<file path="config.mk">
export PLATFORM = sky130hd
export DESIGN_NAME = load_store_unit_flat
export DESIGN_NICKNAME = d
export VERILOG_FILES = /design/src/rtl/load_store_unit_if.sv /design/src/rtl/load_store_unit.sv /design/src/flat_wrapper.sv
export SDC_FILE = /design/constraint.sdc
export NUM_CORES = 1
export LEC_CHECK = 0
export ABC_AREA = 1
export BUFFER_PORTS_ARGS = -buffer_cell sky130_fd_sc_hd__buf_2
export CAP_MARGIN = 10
export CORE_AREA = 2 2 121 123
export DETAILED_ROUTE_END_ITERATION = 12
export DIE_AREA = 0 0 123 125
export HOLD_SLACK_MARGIN = 0.1
export MAX_ROUTING_LAYER = met4
export PLACE_DENSITY = 0.81
export SYNTH_ARGS = -nofsm -noshare
export SYNTH_HDL_FRONTEND = slang
export SYNTH_SLANG_ARGS = --single-unit
</file>
<file path="constraint.sdc">
create_clock -name clk -period 1.8 [get_ports clk]
set_clock_uncertainty 0.05 [all_clocks]
set_input_delay 0.09 -clock clk [delete_from_list [all_inputs] [get_ports clk]]
set_output_delay 0.09 -clock clk [all_outputs]
set_load 0.05 [all_outputs]
</file>
<file path="src/rtl/load_store_unit_if.sv">
// Pipeline-side request/response and word-memory signals of the load/store unit.
// slave = the load/store unit itself; master = pipeline plus data memory.
interface load_store_unit_if;
  logic        Start;
  logic [31:0] Endereco;
  logic [31:0] Write_Data;
  logic        Mem_Write;
  logic        Mem_Read;
  logic [2:0]  Funct3;
  logic [31:0] Mem_Endereco;
  logic [31:0] Mem_Write_Data;
  logic        Mem_Write_En;
  logic        Mem_Read_En;
  logic [31:0] Mem_Read_Data;
  logic [31:0] Load_Data;
  logic        Done;
  logic        Busy;
  logic        Desalinhado;
  logic        Erro;

  modport slave (
    input  Start, Endereco, Write_Data, Mem_Write, Mem_Read, Funct3, Mem_Read_Data,
    output Mem_Endereco, Mem_Write_Data, Mem_Write_En, Mem_Read_En,
           Load_Data, Done, Busy, Desalinhado, Erro
  );

  modport master (
    output Start, Endereco, Write_Data, Mem_Write, Mem_Read, Funct3, Mem_Read_Data,
    input  Mem_Endereco, Mem_Write_Data, Mem_Write_En, Mem_Read_En,
           Load_Data, Done, Busy, Desalinhado, Erro
  );
endinterface

</file>
<file path="src/rtl/load_store_unit.sv">
// Byte-addressed RISC-V load/store front end over a word memory; sub-word stores use read-modify-write.
// Done: 2 cycles after Start on error/misalign, 3 for loads and SW, 4 for SB/SH; Busy stalls the pipeline.
module load_store_unit #(
  parameter int NUM_PALAVRAS = 55
) (
  input  logic               clk,
  input  logic               reset_n,
  load_store_unit_if.slave   bus
);

  typedef enum logic [2:0] {IDLE, CHECK, LOAD, WRITE, RMW_READ, RMW_WRITE, DONE} state_e;

  localparam logic [29:0] NUM_W = 30'(NUM_PALAVRAS);

  state_e      state_q, state_d;
  logic [31:0] addr_q, addr_d;
  logic [31:0] wdata_q, wdata_d;
  logic [2:0]  f3_q, f3_d;
  logic        rd_q, rd_d;
  logic        wr_q, wr_d;
  logic [31:0] merged_q, merged_d;
  logic [31:0] load_q, load_d;
  logic        des_q, des_d;
  logic        err_q, err_d;

  logic        illegal, misaligned, out_of_range;
  logic [7:0]  byte_sel;
  logic [15:0] half_sel;
  logic [31:0] ext_data, merge_data;

  always_comb begin
    illegal = (rd_q == wr_q);
    if (rd_q && !(f3_q inside {3'b000, 3'b001, 3'b010, 3'b100, 3'b101})) illegal = 1'b1;
    if (wr_q && !(f3_q inside {3'b000, 3'b001, 3'b010}))                illegal = 1'b1;
  end

  // Halfword codes (001/101) need addr[0]=0, word code needs both low bits clear.
  assign misaligned   = !illegal && (((f3_q[1:0] == 2'b01) && addr_q[0]) ||
                                     ((f3_q[1:0] == 2'b10) && (addr_q[1:0] != 2'b00)));
  assign out_of_range = (addr_q[31:2] >= NUM_W);

  always_comb begin
    byte_sel = bus.Mem_Read_Data[7:0];
    case (addr_q[1:0])
      2'd1:    byte_sel = bus.Mem_Read_Data[15:8];
      2'd2:    byte_sel = bus.Mem_Read_Data[23:16];
      2'd3:    byte_sel = bus.Mem_Read_Data[31:24];
      default: byte_sel = bus.Mem_Read_Data[7:0];
    endcase
    half_sel = addr_q[1] ? bus.Mem_Read_Data[31:16] : bus.Mem_Read_Data[15:0];

    case (f3_q)
      3'b000:  ext_data = {{24{byte_sel[7]}}, byte_sel};
      3'b001:  ext_data = {{16{half_sel[15]}}, half_sel};
      3'b100:  ext_data = {24'd0, byte_sel};
      3'b101:  ext_data = {16'd0, half_sel};
      default: ext_data = bus.Mem_Read_Data;
    endcase

    merge_data = bus.Mem_Read_Data;
    if (f3_q[1:0] == 2'b00) begin
      case (addr_q[1:0])
        2'd0:    merge_data[7:0]   = wdata_q[7:0];
        2'd1:    merge_data[15:8]  = wdata_q[7:0];
        2'd2:    merge_data[23:16] = wdata_q[7:0];
        default: merge_data[31:24] = wdata_q[7:0];
      endcase
    end else if (addr_q[1]) begin
      merge_data[31:16] = wdata_q[15:0];
    end else begin
      merge_data[15:0]  = wdata_q[15:0];
    end
  end

  always_comb begin
    state_d  = state_q;
    addr_d   = addr_q;
    wdata_d  = wdata_q;
    f3_d     = f3_q;
    rd_d     = rd_q;
    wr_d     = wr_q;
    merged_d = merged_q;
    load_d   = load_q;
    des_d    = des_q;
    err_d    = err_q;
    case (state_q)
      IDLE: if (bus.Start) begin
        state_d = CHECK;
        addr_d  = bus.Endereco;
        wdata_d = bus.Write_Data;
        f3_d    = bus.Funct3;
        rd_d    = bus.Mem_Read;
        wr_d    = bus.Mem_Write;
        des_d   = 1'b0;
        err_d   = 1'b0;
      end
      CHECK: begin
        err_d = illegal || out_of_range;
        des_d = misaligned;
        if (illegal || out_of_range || misaligned) begin
          state_d = DONE;
          if (rd_q) load_d = '0;
        end else if (rd_q)               state_d = LOAD;
        else if (f3_q[1:0] == 2'b10)     state_d = WRITE;
        else                             state_d = RMW_READ;
      end
      LOAD: begin
        load_d  = ext_data;
        state_d = DONE;
      end
      WRITE:     state_d = DONE;
      RMW_READ: begin
        merged_d = merge_data;
        state_d  = RMW_WRITE;
      end
      RMW_WRITE: state_d = DONE;
      DONE:      state_d = IDLE;
      default:   state_d = IDLE;
    endcase
  end

  always_ff @(posedge clk) begin
    if (!reset_n) begin
      state_q  <= IDLE;
      addr_q   <= '0;
      wdata_q  <= '0;
      f3_q     <= '0;
      rd_q     <= 1'b0;
      wr_q     <= 1'b0;
      merged_q <= '0;
      load_q   <= '0;
      des_q    <= 1'b0;
      err_q    <= 1'b0;
    end else begin
      state_q  <= state_d;
      addr_q   <= addr_d;
      wdata_q  <= wdata_d;
      f3_q     <= f3_d;
      rd_q     <= rd_d;
      wr_q     <= wr_d;
      merged_q <= merged_d;
      load_q   <= load_d;
      des_q    <= des_d;
      err_q    <= err_d;
    end
  end

  // Strobes are gated by reset_n so a reset landing in a write cycle never commits.
  assign bus.Mem_Write_En   = reset_n && ((state_q == WRITE) || (state_q == RMW_WRITE));
  assign bus.Mem_Read_En    = reset_n && ((state_q == LOAD) || (state_q == RMW_READ));
  assign bus.Mem_Endereco   = {2'b00, addr_q[31:2]};
  assign bus.Mem_Write_Data = (state_q == RMW_WRITE) ? merged_q : wdata_q;
  assign bus.Load_Data      = load_q;
  assign bus.Done           = (state_q == DONE);
  assign bus.Busy           = (state_q != IDLE);
  assign bus.Desalinhado    = des_q;
  assign bus.Erro           = err_q;

endmodule

</file>
<file path="src/flat_wrapper.sv">
// flat-port wrapper written by rule: the top's interface ports become plain ports
module load_store_unit_flat 
#(
  parameter int NUM_PALAVRAS = 55
)
  (clk, reset_n, bus_Start, bus_Endereco, bus_Write_Data, bus_Mem_Write, bus_Mem_Read, bus_Funct3, bus_Mem_Read_Data, bus_Mem_Endereco, bus_Mem_Write_Data, bus_Mem_Write_En, bus_Mem_Read_En, bus_Load_Data, bus_Done, bus_Busy, bus_Desalinhado, bus_Erro);
  load_store_unit_if bus_i ();
  input  logic clk;
  input  logic reset_n;
  input wire logic [$bits(bus_i.Start)-1:0] bus_Start;
  input wire logic [$bits(bus_i.Endereco)-1:0] bus_Endereco;
  input wire logic [$bits(bus_i.Write_Data)-1:0] bus_Write_Data;
  input wire logic [$bits(bus_i.Mem_Write)-1:0] bus_Mem_Write;
  input wire logic [$bits(bus_i.Mem_Read)-1:0] bus_Mem_Read;
  input wire logic [$bits(bus_i.Funct3)-1:0] bus_Funct3;
  input wire logic [$bits(bus_i.Mem_Read_Data)-1:0] bus_Mem_Read_Data;
  output wire logic [$bits(bus_i.Mem_Endereco)-1:0] bus_Mem_Endereco;
  output wire logic [$bits(bus_i.Mem_Write_Data)-1:0] bus_Mem_Write_Data;
  output wire logic [$bits(bus_i.Mem_Write_En)-1:0] bus_Mem_Write_En;
  output wire logic [$bits(bus_i.Mem_Read_En)-1:0] bus_Mem_Read_En;
  output wire logic [$bits(bus_i.Load_Data)-1:0] bus_Load_Data;
  output wire logic [$bits(bus_i.Done)-1:0] bus_Done;
  output wire logic [$bits(bus_i.Busy)-1:0] bus_Busy;
  output wire logic [$bits(bus_i.Desalinhado)-1:0] bus_Desalinhado;
  output wire logic [$bits(bus_i.Erro)-1:0] bus_Erro;
  assign bus_i.Start = bus_Start;
  assign bus_i.Endereco = bus_Endereco;
  assign bus_i.Write_Data = bus_Write_Data;
  assign bus_i.Mem_Write = bus_Mem_Write;
  assign bus_i.Mem_Read = bus_Mem_Read;
  assign bus_i.Funct3 = bus_Funct3;
  assign bus_i.Mem_Read_Data = bus_Mem_Read_Data;
  assign bus_Mem_Endereco = bus_i.Mem_Endereco;
  assign bus_Mem_Write_Data = bus_i.Mem_Write_Data;
  assign bus_Mem_Write_En = bus_i.Mem_Write_En;
  assign bus_Mem_Read_En = bus_i.Mem_Read_En;
  assign bus_Load_Data = bus_i.Load_Data;
  assign bus_Done = bus_i.Done;
  assign bus_Busy = bus_i.Busy;
  assign bus_Desalinhado = bus_i.Desalinhado;
  assign bus_Erro = bus_i.Erro;
  load_store_unit #(.NUM_PALAVRAS(NUM_PALAVRAS)) u_core (.clk(clk), .reset_n(reset_n), .bus(bus_i));
endmodule
</file>
==> results.toml <==
[critical_path]
crit_type = "flip-flop to primary output"
crit_start = "u_core.state_q[0]"
critPathCapture = "bus_Mem_Write_Data[27]"
start_kind = "flip-flop"
required_ns = 1.66
ff2ff_setup_slack_ns = 0.05
end_kind = "primary output"
path_max_fanout = 7
r2r_cells = 8
worst_ep_arrival_time_ns = 1.83
r2r_end = "u_core.wdata_q[16]"
rr_startpoint = "u_core.state_q[1]"

[grt]
grt_pass1_wl_um = 42400
overflow = 0
antenna_found_initial = 2
grt_pass1_vias = 8265
grt_usage_pct = 36.3
grt_max_degree = 65

[routing]
vias_per_cell = 5.91
vias = 8708
dr.pass1.iters = 6
drc = 0
drt-initial-drc-count = 1021
totalWireLength_um = 28700
ant_nets = 0
wire_per_inst_um = 19.4

[synthesis]
synthCells = 1001
ys_async_sr_fraction_pct = 0
synth_cell_types = 38
yosysWarnings = 0
ys_seq_elements = 138
synth_ff_type = "dfxtp_1"
syn-cell-area_um2 = 7330
synth-edff-count = 0
synth-seq-area-share_pct = 37.7
synth.avg_cell_area_um2 = 7.32

[clocking]
clk_latency_ns = 0.43
cts_buffer_depth = 2
root_buffer = "clkbuf_16"
cts_tree = "done"
cts_sinks = 138
cts_buffers = 17
htreeDepth = 4
clk_pin_slew_worst_paths_ns = 0.06

[flow_run]
drv_cap = 0

[placement]
post-place-ws_ns = 0.0292
place_area_um2 = 8340
gp_congestion = 0.934
hpwl_um = 16300
port-buffer-count = 203

[sta]
period_share_pct = 109
fmaxAchievable_ghz = 0.508
final.min_clock_period_ns = 1.97
finalHoldViolations = 0
final.setup.worst_slack_ns = -0.168
rsz0062_at_grt = "yes"
maxSlewViolCount = 0
fin_tns_setup_ns = -3.84
finalSetupViolations = 32

[status]
violations = "setup timing"
status = "complete, but fails checks"

[layout]
final_cell_mix = "buf_2, dfxtp_1, o21ai_0"
n_fill_cell = 954
fin_util_pct = 75.7
drive_gt1_share_pct = 35.1
final_cell_area_um2 = 10700
syn2layout_area_growth_pct = 46.7
fin_nets = 1380
final_common_cell = "buf_2"

[die]
start_util_pct = 51.6
die-area_um2 = 15400
die_h_um = 125
pin_count = 206
rows = 44
core_region_area_um2 = 14200
fp.dieW_um = 123

[pwr]
power_density_nw_per_um2 = 1790
total_power_uw = 19300
vdd_drop_max_mv = 1.15
p_leak_uw = 0.00468

[min_path]
hold_path.class = "input pin to flip-flop"
hold-path-cell-count = 5
## stage by stage
step | hold WS, ns | cells
after floorplan | 0.175 | 1002
after detailed placement | 0.266 | 1321
after CTS | 0.101 | 1466
final | 0.119 | 1474
after global routing | 0.133 | 1474
after global placement | 0.259 | 1321
## power breakdown
part | total [uW] | switching, uW | internal, uW
clock network | 3420 | 1370 | 2050
logic | 10900 | 7370 | 3530
registers | 4950 | 863 | 4080
## cell usage after synthesis (30+ instances only)
library cell / number / share of area [%]
a21oi_1: 101 / 6.9
nand3_2: 31 / 4.2
buf_4: 32 / 3.3
o21ai_1: 51 / 3.5
a31oi_1: 32 / 2.7
o21ai_0: 141 / 9.6
dfxtp_1: 138 / 38
inv_1: 59 / 3.0
clkbuf_1: 39 / 2.0
nor2_1: 104 / 5.3
nand2_1: 110 / 5.6
a21oi_2: 30 / 3.6
## worst min-delay path by stage
stage	startpoint	end	slack [ns]
floorplan	bus_Endereco[10]	u_core.addr_q[10]	0.17
global placement	bus_Endereco[6]	u_core.addr_q[6]	0.26
detailed placement	bus_Endereco[31]	u_core.addr_q[31]	0.27
CTS	bus_Mem_Read_Data[28]	u_core.merged_q[28]	0.10
global route	bus_Mem_Read_Data[28]	u_core.merged_q[28]	0.13
finish	bus_Mem_Read_Data[28]	u_core.bus.Load_Data[28]	0.12
## critical path, cell delays in order (launching register included)
cell,delay [ns]
dfxtp_2,0.35
inv_4,0.04
nor3_4,0.22
buf_12,0.15
buf_12,0.13
buf_12,0.14
nand2_2,0.06
o21ai_2,0.09
buf_6,0.19
## state kept, by name (all words and copies together) (netlist names), 3 cells and up
name                  cells
u_core.wdata_q           32
u_core.bus.Load_Data     32
u_core.f3_q               3
u_core.addr_q            32
u_core.state_q            3
u_core.merged_q          32
## metal layers
layer / global-route usage, % / share of wire, % / vias to the layer above
met2: 56.6 / 48 / 634
met5: - / 0 / -
met4: 20.6 / 5.6 / 0
met3: 8.85 / 11 / 142
li1: - / - / 3958
met1: 42.5 / 36 / 3974
## repair_timing
| item | 4_1_cts | 5_1_grt |
|---|---|---|
| resized for setup | 95 | 93 |
| hold buffers | 100 | 0 |
| hold endpoints to repair | 111 | 0 |
| cloned | 3 | 2 |
| pin swaps | 2 | 2 |
| setup buffers | 11 | 6 |
| endpoints found under the setup margin | 32 | 75 |
## kinds of logic (layout without fill, tap and decap cells)
kind of cell | Yosys count | in the layout | share of synthesized area, %
AOI/OAI and AO/OA | 400 | 400 | 31.2
and+or+nand+nor | 282 | 282 | 18.6
buffers and inverters | 180 | 466 | 12.5
DFF | 138 | 138 | 37.7
other | 1 | 4 | 0.0512
## layout make-up
class                           instances  area [um^2]  share of cell area, %
Inverter                               75          289                   2.69
Antenna cell                            2         5.00                 0.0466
Multi-Input combinational cell        684         3970                   36.9
Clock inverter                         13          129                   1.20
Timing Repair Buffer                  360         2920                   27.1
Clock buffer                           18          439                   4.09
Tap cell                              184          230                   2.14
Sequential cell                       138         2770                   25.8
No activity file was read; power rests on OpenSTA's default activity.
